`src/rtl/gate_chain_pkg.sv`:
```
// Shared types, defaults and gate primitives for the pipelined gate chain.
// Optional mode support is enabled with `define GATE_CHAIN_MODE_EN.
package gate_chain_pkg;

  typedef enum logic {
    GATE_NAND = 1'b0,
    GATE_NOR  = 1'b1
  } gate_op_e;

  localparam int GC_DEF_WIDTH  = 1;
  localparam int GC_DEF_STAGES = 2;
  localparam int GC_DEF_CNT_W  = 16;
  localparam int GC_MAX_STAGES = 8;

  function automatic logic gate_eval(input gate_op_e op, input logic x, input logic y);
    return (op == GATE_NOR) ? ~(x | y) : ~(x & y);
  endfunction

  // Closing gate: AND-NOT in NAND mode, OR-NOT in NOR mode.
  function automatic logic final_eval(input gate_op_e op, input logic f, input logic z);
    return (op == GATE_NOR) ? (~f | z) : (~f & z);
  endfunction

endpackage

```
`src/rtl/gate_chain_slot.sv`:
```
// One pipeline slot of the gate chain: valid bit, load/advance control and the gate it owns.
// Carries a per-transaction mode bit when GATE_CHAIN_MODE_EN is defined.
module gate_chain_slot
  import gate_chain_pkg::*;
#(
  parameter int WIDTH  = GC_DEF_WIDTH,
  parameter int STAGES = GC_DEF_STAGES,
  parameter int IDX    = 0
) (
  input  logic                        clk,
  input  logic                        rst,
  input  logic                        prev_v,
  input  logic [WIDTH-1:0]            prev_p,
  input  logic [WIDTH-1:0]            prev_first,
  input  logic [(STAGES+2)*WIDTH-1:0] prev_ops,
`ifdef GATE_CHAIN_MODE_EN
  input  logic                        prev_mode,
  output logic                        mode_o,
`endif
  input  logic                        adv_i,
  output logic                        ld_o,
  output logic                        v_o,
  output logic [WIDTH-1:0]            p_o,
  output logic [WIDTH-1:0]            first_o,
  output logic [WIDTH-1:0]            f_o,
  output logic [(STAGES+2)*WIDTH-1:0] ops_o
);

  localparam int OPS_W = (STAGES + 2) * WIDTH;
  localparam int K     = IDX + 1;

  logic             v_q, v_d;
  logic [WIDTH-1:0] p_q, p_d, first_q, first_d, f_q, f_d;
  logic [OPS_W-1:0] ops_q, ops_d;
  logic [WIDTH-1:0] x, y, g, fin;
  gate_op_e         op;

`ifdef GATE_CHAIN_MODE_EN
  logic mode_q, mode_d;
  assign op     = prev_mode ? GATE_NOR : GATE_NAND;
  assign mode_o = mode_q;
`else
  assign op = GATE_NAND;
`endif

  // Slot 0 gates op0 with op1; later slots gate the upstream partial with op[IDX+1].
  assign x    = (IDX == 0) ? prev_ops[WIDTH-1:0] : prev_p;
  assign y    = prev_ops[K*WIDTH +: WIDTH];
  assign ld_o = !v_q || adv_i;

  always_comb begin
    v_d     = ld_o ? prev_v : v_q;
    p_d     = p_q;
    first_d = first_q;
    f_d     = f_q;
    ops_d   = ops_q;
    g       = '0;
    fin     = '0;
`ifdef GATE_CHAIN_MODE_EN
    mode_d  = mode_q;
`endif
    for (int b = 0; b < WIDTH; b++) begin
      g[b]   = gate_eval(op, x[b], y[b]);
      fin[b] = final_eval(op, x[b], y[b]);
    end
    // Data only moves with a valid transaction, so idle operand bits never enter the pipe.
    if (ld_o && prev_v) begin
      ops_d = prev_ops;
`ifdef GATE_CHAIN_MODE_EN
      mode_d = prev_mode;
`endif
      if (IDX == 0) begin
        p_d     = g;
        first_d = g;
      end else if (IDX == STAGES) begin
        p_d     = fin;
        f_d     = prev_p;
        first_d = prev_first;
      end else begin
        p_d     = g;
        first_d = prev_first;
      end
    end
  end

  always_ff @(posedge clk or posedge rst) begin
    if (rst) begin
      v_q     <= 1'b0;
      p_q     <= '0;
      first_q <= '0;
      f_q     <= '0;
      ops_q   <= '0;
`ifdef GATE_CHAIN_MODE_EN
      mode_q  <= 1'b0;
`endif
    end else begin
      v_q     <= v_d;
      p_q     <= p_d;
      first_q <= first_d;
      f_q     <= f_d;
      ops_q   <= ops_d;
`ifdef GATE_CHAIN_MODE_EN
      mode_q  <= mode_d;
`endif
    end
  end

  assign v_o     = v_q;
  assign p_o     = p_q;
  assign first_o = first_q;
  assign f_o     = f_q;
  assign ops_o   = ops_q;

endmodule

```
`src/rtl/gate_chain_pipe.sv`:
```
// Pipelined NAND chain with closing AND-NOT, valid/ready on both sides and a result counter.
// Defining GATE_CHAIN_MODE_EN adds in_mode/out_mode to switch a transaction to the NOR chain.
module gate_chain_pipe
  import gate_chain_pkg::*;
#(
  parameter int WIDTH  = GC_DEF_WIDTH,
  parameter int STAGES = GC_DEF_STAGES,
  parameter int CNT_W  = GC_DEF_CNT_W
) (
  input  logic                        clk,
  input  logic                        rst,
  input  logic                        in_valid,
  output logic                        in_ready,
  input  logic [(STAGES+2)*WIDTH-1:0] in_ops,
`ifdef GATE_CHAIN_MODE_EN
  input  logic                        in_mode,
  output logic                        out_mode,
`endif
  output logic                        out_valid,
  input  logic                        out_ready,
  output logic [WIDTH-1:0]            out_first,
  output logic [WIDTH-1:0]            out_last,
  output logic [WIDTH-1:0]            out_result,
  output logic [CNT_W-1:0]            out_count
);

  localparam int OPS_W = (STAGES + 2) * WIDTH;

  // Index 0 of each array is the input side; slot i reads [i] and drives [i+1].
  logic [STAGES+1:0] v_w;
  logic [STAGES+1:0] ld_w;
  logic [WIDTH-1:0]  p_w     [0:STAGES+1];
  logic [WIDTH-1:0]  first_w [0:STAGES+1];
  logic [WIDTH-1:0]  f_w     [0:STAGES+1];
  logic [OPS_W-1:0]  ops_w   [0:STAGES+1];
`ifdef GATE_CHAIN_MODE_EN
  logic [STAGES+1:0] mode_w;
  assign mode_w[0] = in_mode;
  assign out_mode  = mode_w[STAGES+1];
`endif

  assign v_w[0]          = in_valid;
  assign p_w[0]          = '0;
  assign first_w[0]      = '0;
  assign f_w[0]          = '0;
  assign ops_w[0]        = in_ops;
  assign ld_w[STAGES+1]  = out_ready;

  for (genvar gi = 0; gi <= STAGES; gi++) begin : g_slot
    gate_chain_slot #(
      .WIDTH  (WIDTH),
      .STAGES (STAGES),
      .IDX    (gi)
    ) u_slot (
      .clk        (clk),
      .rst        (rst),
      .prev_v     (v_w[gi]),
      .prev_p     (p_w[gi]),
      .prev_first (first_w[gi]),
      .prev_ops   (ops_w[gi]),
`ifdef GATE_CHAIN_MODE_EN
      .prev_mode  (mode_w[gi]),
      .mode_o     (mode_w[gi+1]),
`endif
      .adv_i      (ld_w[gi+1]),
      .ld_o       (ld_w[gi]),
      .v_o        (v_w[gi+1]),
      .p_o        (p_w[gi+1]),
      .first_o    (first_w[gi+1]),
      .f_o        (f_w[gi+1]),
      .ops_o      (ops_w[gi+1])
    );
  end

  // Ready depends only on slot state and out_ready, and is held low during reset.
  assign in_ready   = !rst && ld_w[0];
  assign out_valid  = v_w[STAGES+1];
  assign out_first  = first_w[STAGES+1];
  assign out_last   = f_w[STAGES+1];
  assign out_result = p_w[STAGES+1];

  logic [CNT_W-1:0] cnt_q, cnt_d;

  always_comb begin
    cnt_d = cnt_q;
    if (out_valid && out_ready) cnt_d = cnt_q + CNT_W'(1);
  end

  always_ff @(posedge clk or posedge rst) begin
    if (rst) cnt_q <= '0;
    else     cnt_q <= cnt_d;
  end

  assign out_count = cnt_q;

endmodule

```
`config.mk`:
```
export PLATFORM = sky130hd
export DESIGN_NAME = gate_chain_pipe
export DESIGN_NICKNAME = d
export VERILOG_FILES = /design/src/rtl/gate_chain_pkg.sv /design/src/rtl/gate_chain_slot.sv /design/src/rtl/gate_chain_pipe.sv
export SDC_FILE = /design/constraint.sdc
export NUM_CORES = 1
export LEC_CHECK = 0
export CAP_MARGIN = 20
export CORE_ASPECT_RATIO = 2
export CORE_MARGIN = 3
export CORE_UTILIZATION = 40
export DETAILED_ROUTE_END_ITERATION = 12
export PLACE_DENSITY = 0.7
export SETUP_SLACK_MARGIN = 0.3
export SKIP_LAST_GASP = 1
export SYNTH_ARGS = -nofsm -noshare
export SYNTH_HDL_FRONTEND = slang
export SYNTH_SLANG_ARGS = --single-unit
```
`constraint.sdc`:
```
create_clock -name clk -period 1.2 [get_ports clk]
set_clock_uncertainty 0.05 [all_clocks]
set_input_delay 0.36 -clock clk [delete_from_list [all_inputs] [get_ports clk]]
set_output_delay 0.36 -clock clk [all_outputs]
set_load 0.1 [all_outputs]
```
; Word-level counts from Yosys, hierarchy flattened
; Cells that the tools add are included.
[classes]
n_bitwise = 6
n_reduce_logical = 12
add_sub_neg = 1
[ops]
columns = cell, n
row1 = $add 16x1->16 const B, 1
row2 = $logic_and 1x1->1, 5
row3 = $logic_not 1->1, 4
row4 = $and 1x1->1, 3
row5 = $logic_or 1x1->1, 3
row6 = $not 1->1, 3
[totals]
out_inout_bits = 21
regBits = 33
input_bits = 8

; Logic depth before layout (Yosys ltp)
[logic_depth]
ltp_word = 5
mapped_depth = 5
ltp_nobuf = 5

; Modules after synthesis
; From an unflattened synthesis, not the netlist that was laid out.
[hier_totals]
hier_cells = 119
area_unflattened_um2 = 1674.1
[modules_own_cells]
columns = module, area_per_inst_um2, n_inst, cells_per_inst
row1 = gate_chain_pipe, 734.5, 1, 60
row2 = gate_chain_slot at g_slot[2].u_slot, 349.1, 1, 20
row3 = gate_chain_slot at g_slot[1].u_slot, 311.5, 1, 20
row4 = gate_chain_slot at g_slot[0].u_slot, 279.0, 1, 19

; Least setup slack after synthesis
; Ideal clock, no wire load.
[synth_path]
kind = reg-to-output
from = reg g_slot[2].u_slot.v_q
to = out in_ready
arrival_time_ns = 2.682
path_buffers = 0
required_time_ns = 0.790
path_stages_with_launch = 3
setup_slack_ns = -1.892
cell_sequence = dfrtp_1 and2b_1 a31oi_1
[synth_between]
elab_chain_len = 5
[synth_lines]
columns = item, line_no
row1 = from (decl), gate_chain_slot.sv:32  ; logic v_q, v_d;
row2 = from (signal assigned), gate_chain_slot.sv:97  ; v_q <= v_d;
row3 = $logic_not 1->1, gate_chain_slot.sv:49  ; assign ld_o = !v_q || adv_i;
row4 = $logic_or 1x1->1 (3 in a row), gate_chain_slot.sv:49
row5 = $logic_and 1x1->1, gate_chain_pipe.sv:76  ; assign in_ready = !rst && ld_w[0];
row6 = to (decl), gate_chain_pipe.sv:13  ; output logic in_ready,
; Every way passes these cells.

; Final worst setup path
[layout_path]
from = reg g_slot[2].u_slot.v_q
to = reg cnt_q[10], in the netlist out_count[10]
[layout_between]
elab_chain_len = 1
[layout_lines]
columns = item, line_no
row1 = $logic_and 1x1->1, gate_chain_pipe.sv:86  ; if (out_valid && out_ready) cnt_d = cnt_q + CNT_W'(1);
row2 = to (signal assigned), gate_chain_pipe.sv:91  ; else cnt_q <= cnt_d;
row3 = to (decl), gate_chain_pipe.sv:82  ; logic [CNT_W-1:0] cnt_q, cnt_d;
; Every way passes these cells.
; A chain may end at the register's enable or synchronous reset.

==> out/metrics.csv <==
metric,value,unit
status,finished with violations,
violations,setup timing,
core_area,2770,µm²
io_buffers,28,
cts_tree,yes,
worstSetupPathType,flop to flop,
ant_nets,0,
fin_tns_setup,-16540,ps
dpl.hpwl,2.08,mm
holdCritPathClass,flop to flop,
start_util,0.419,
grt_usage,0.240,
critPathArrivalTime,1920,ps
ys_seq_area_frac,0.604,
timing.hold.ws,450,ps
firstDrtPassIters,4,
relSlewSlack,0.800,
worstPathMaxFanout,4,
h-tree-depth,1,
io_pins,29,
yosys_warnings,0,
period_share,1.48,
max_cap_viol_count,0,
drt_wl_total,4.30,mm
cts_root_buf,clkbuf_8,
clk_latency,280,ps
drt_iter0_markers,11,
layout_common_cells,"36 x buf_4, 22 x buf_12, 20 x dfrtp_4",
netlist_area,1160,µm²
cp-end-kind,flop,
start_kind,flop,
cpMaxStageDelayCell,dfrtp_4,
cts_buffer_depth,2,
cts_sinks,28,
worstPathCellList,buf_4 > buf_6 > buf_6 > nand4_1 > buf_4 > nor2_4 > nand4_1 > xnor2_1,
via_per_inst,5.18,
syn_avg_cell_area,12.3,µm²
drive_above_1_share,0.740,
grt_max_degree,18,
place_area,2000,µm²
critPathRequiredTime,1350,ps
synth_cell_type_count,20,
hold_violations,0,
p_per_area,2060,nW/µm²
floorplan.rows,27,
via_count,1088,
area_delta_synth_final,113,%
die_y,82.2,µm
drc,0,
fin_crit,1780,ps
clkTransAtPathRegs,100,ps
globalplace.congestion,0.775,
die-area,3620,µm²
ir_drop,0.00272,V
worst_slack,-578,ps
worstMarginPinSlew,299,ps
syn_nets,103,
critical-path-max-stage-delay,420,ps
finalSetupViolCount,49,
fmax,563,MHz
grt_pass1_wl,6.23,mm
antenna_found_initial,0,
grt_pass1_vias,1210,
cts_buffers,3,
die_x,44.1,µm
wl_per_cell,20.5,µm
postCtsHoldBufs,0,
diodes,0,
postSynthCellCount,94,
final_area,2470,µm²
overflow,0,
fin_util,0.892,
rsz0062_at_grt,true,
final_max_slew_viol_count,0,
nNetsFinal,191,
ys_seq_elements,28,
final_common_cell,buf_4,
p_leak,1.07,nW
sequential cells by signal, indices dropped and copies added, names as in the netlist:
signal / cells
g_slot.u_slot.v_o: 3
g_slot.u_slot.p_o: 2
out_count: 16
g_slot.u_slot.ops_o: 3
g_slot.u_slot.f_o: 1
g_slot.u_slot.first_o: 3
path summary, 6_finish.rpt:
kind                                                start                        to  slack, ps  depth (start not counted)
worst max-delay path                 g_slot[2].u_slot.v_o             out_count[10]       -580                          8
worst min-delay path            g_slot[0].u_slot.ops_o[2]      g_slot[1].u_slot.p_o        450                          1
worst max register to register       g_slot[2].u_slot.v_o             out_count[10]       -580                          8
worst min register to register  g_slot[0].u_slot.ops_o[2]      g_slot[1].u_slot.p_o        450                          1
max in group asynchronous                             rst              out_count[4]        360                          4
min in group asynchronous                             rst  g_slot[0].u_slot.first_o        600                          4
cells by family after synthesis:
logic type | count (synthesis) | share of synthesized area
xor gates and xnor gates | 15 | 0.113
AOI/OAI and AO/OA | 6 | 0.0334
adders and majority gates | 1 | 0.0108
and+or+nand+nor | 36 | 0.167
buffers and inverters | 1 | 0.00323
DFF | 28 | 0.604
muxes | 7 | 0.0680
power breakdown:
part	switching, mW	internal, mW
Sequential	0.172	1.21
Clock	0.310	0.295
Combinational	1.75	1.35
Total	2.23	2.86
layer usage:
metal,GRT usage,up-vias,share of wire
met4,0.0937,0,0.019
met5,0,-,0
li1,-,504,-
met3,0.0369,10,0.027
met1,0.256,545,0.33
met2,0.453,29,0.63
metrics by stage:
stage               worst slack [ps]  std cells  total power [mW]
global placement                -656        176              3.79
global route                    -664        210              5.23
detailed placement              -682        176              3.83
floorplan                       -683         94              2.79
CTS                             -568        205              4.77
finish                          -578        210              5.09
synth_stat cells:
master,instances,area share
xor2_1,1,0.0076
nand2_1,12,0.039
or2_2,1,0.0054
xnor2_1,14,0.11
and3_1,1,0.0054
and4_1,1,0.0076
nor2_1,3,0.0097
o21ai_0,1,0.0043
inv_1,1,0.0032
mux2_2,7,0.068
nand3_1,6,0.026
a31oi_1,1,0.0054
nor3_4,1,0.014
a41oi_1,2,0.015
nand2b_1,4,0.022
dfrtp_1,28,0.60
a21oi_1,2,0.0086
ha_1,1,0.011
nand4_1,6,0.032
and2b_1,1,0.0065
what timing repair did:
action / in CTS / in global routing
resized for setup: 26 / 20
pin swaps: 17 / 12
setup buffers: 25 / 5
setup endpoints to repair: 49 / 52
area by class of cell:
| cell class | instances | area (µm²) |
|---|---|---|
| Clock buffer | 4 | 55.1 |
| Fill cell | 109 | 300 |
| Inverter | 1 | 7.51 |
| Multi-Input combinational cell | 65 | 613 |
| Sequential cell | 28 | 776 |
| Tap cell | 29 | 36.3 |
| Timing Repair Buffer | 83 | 982 |
worst max-delay path, delay by kind of cell (launching register included):
family        cells  cell delay, ps
buf+inv           4             520
simple gates      3             510
flops             1             420
xor+xnor          1             200
(Power assumes the default switching activity.)
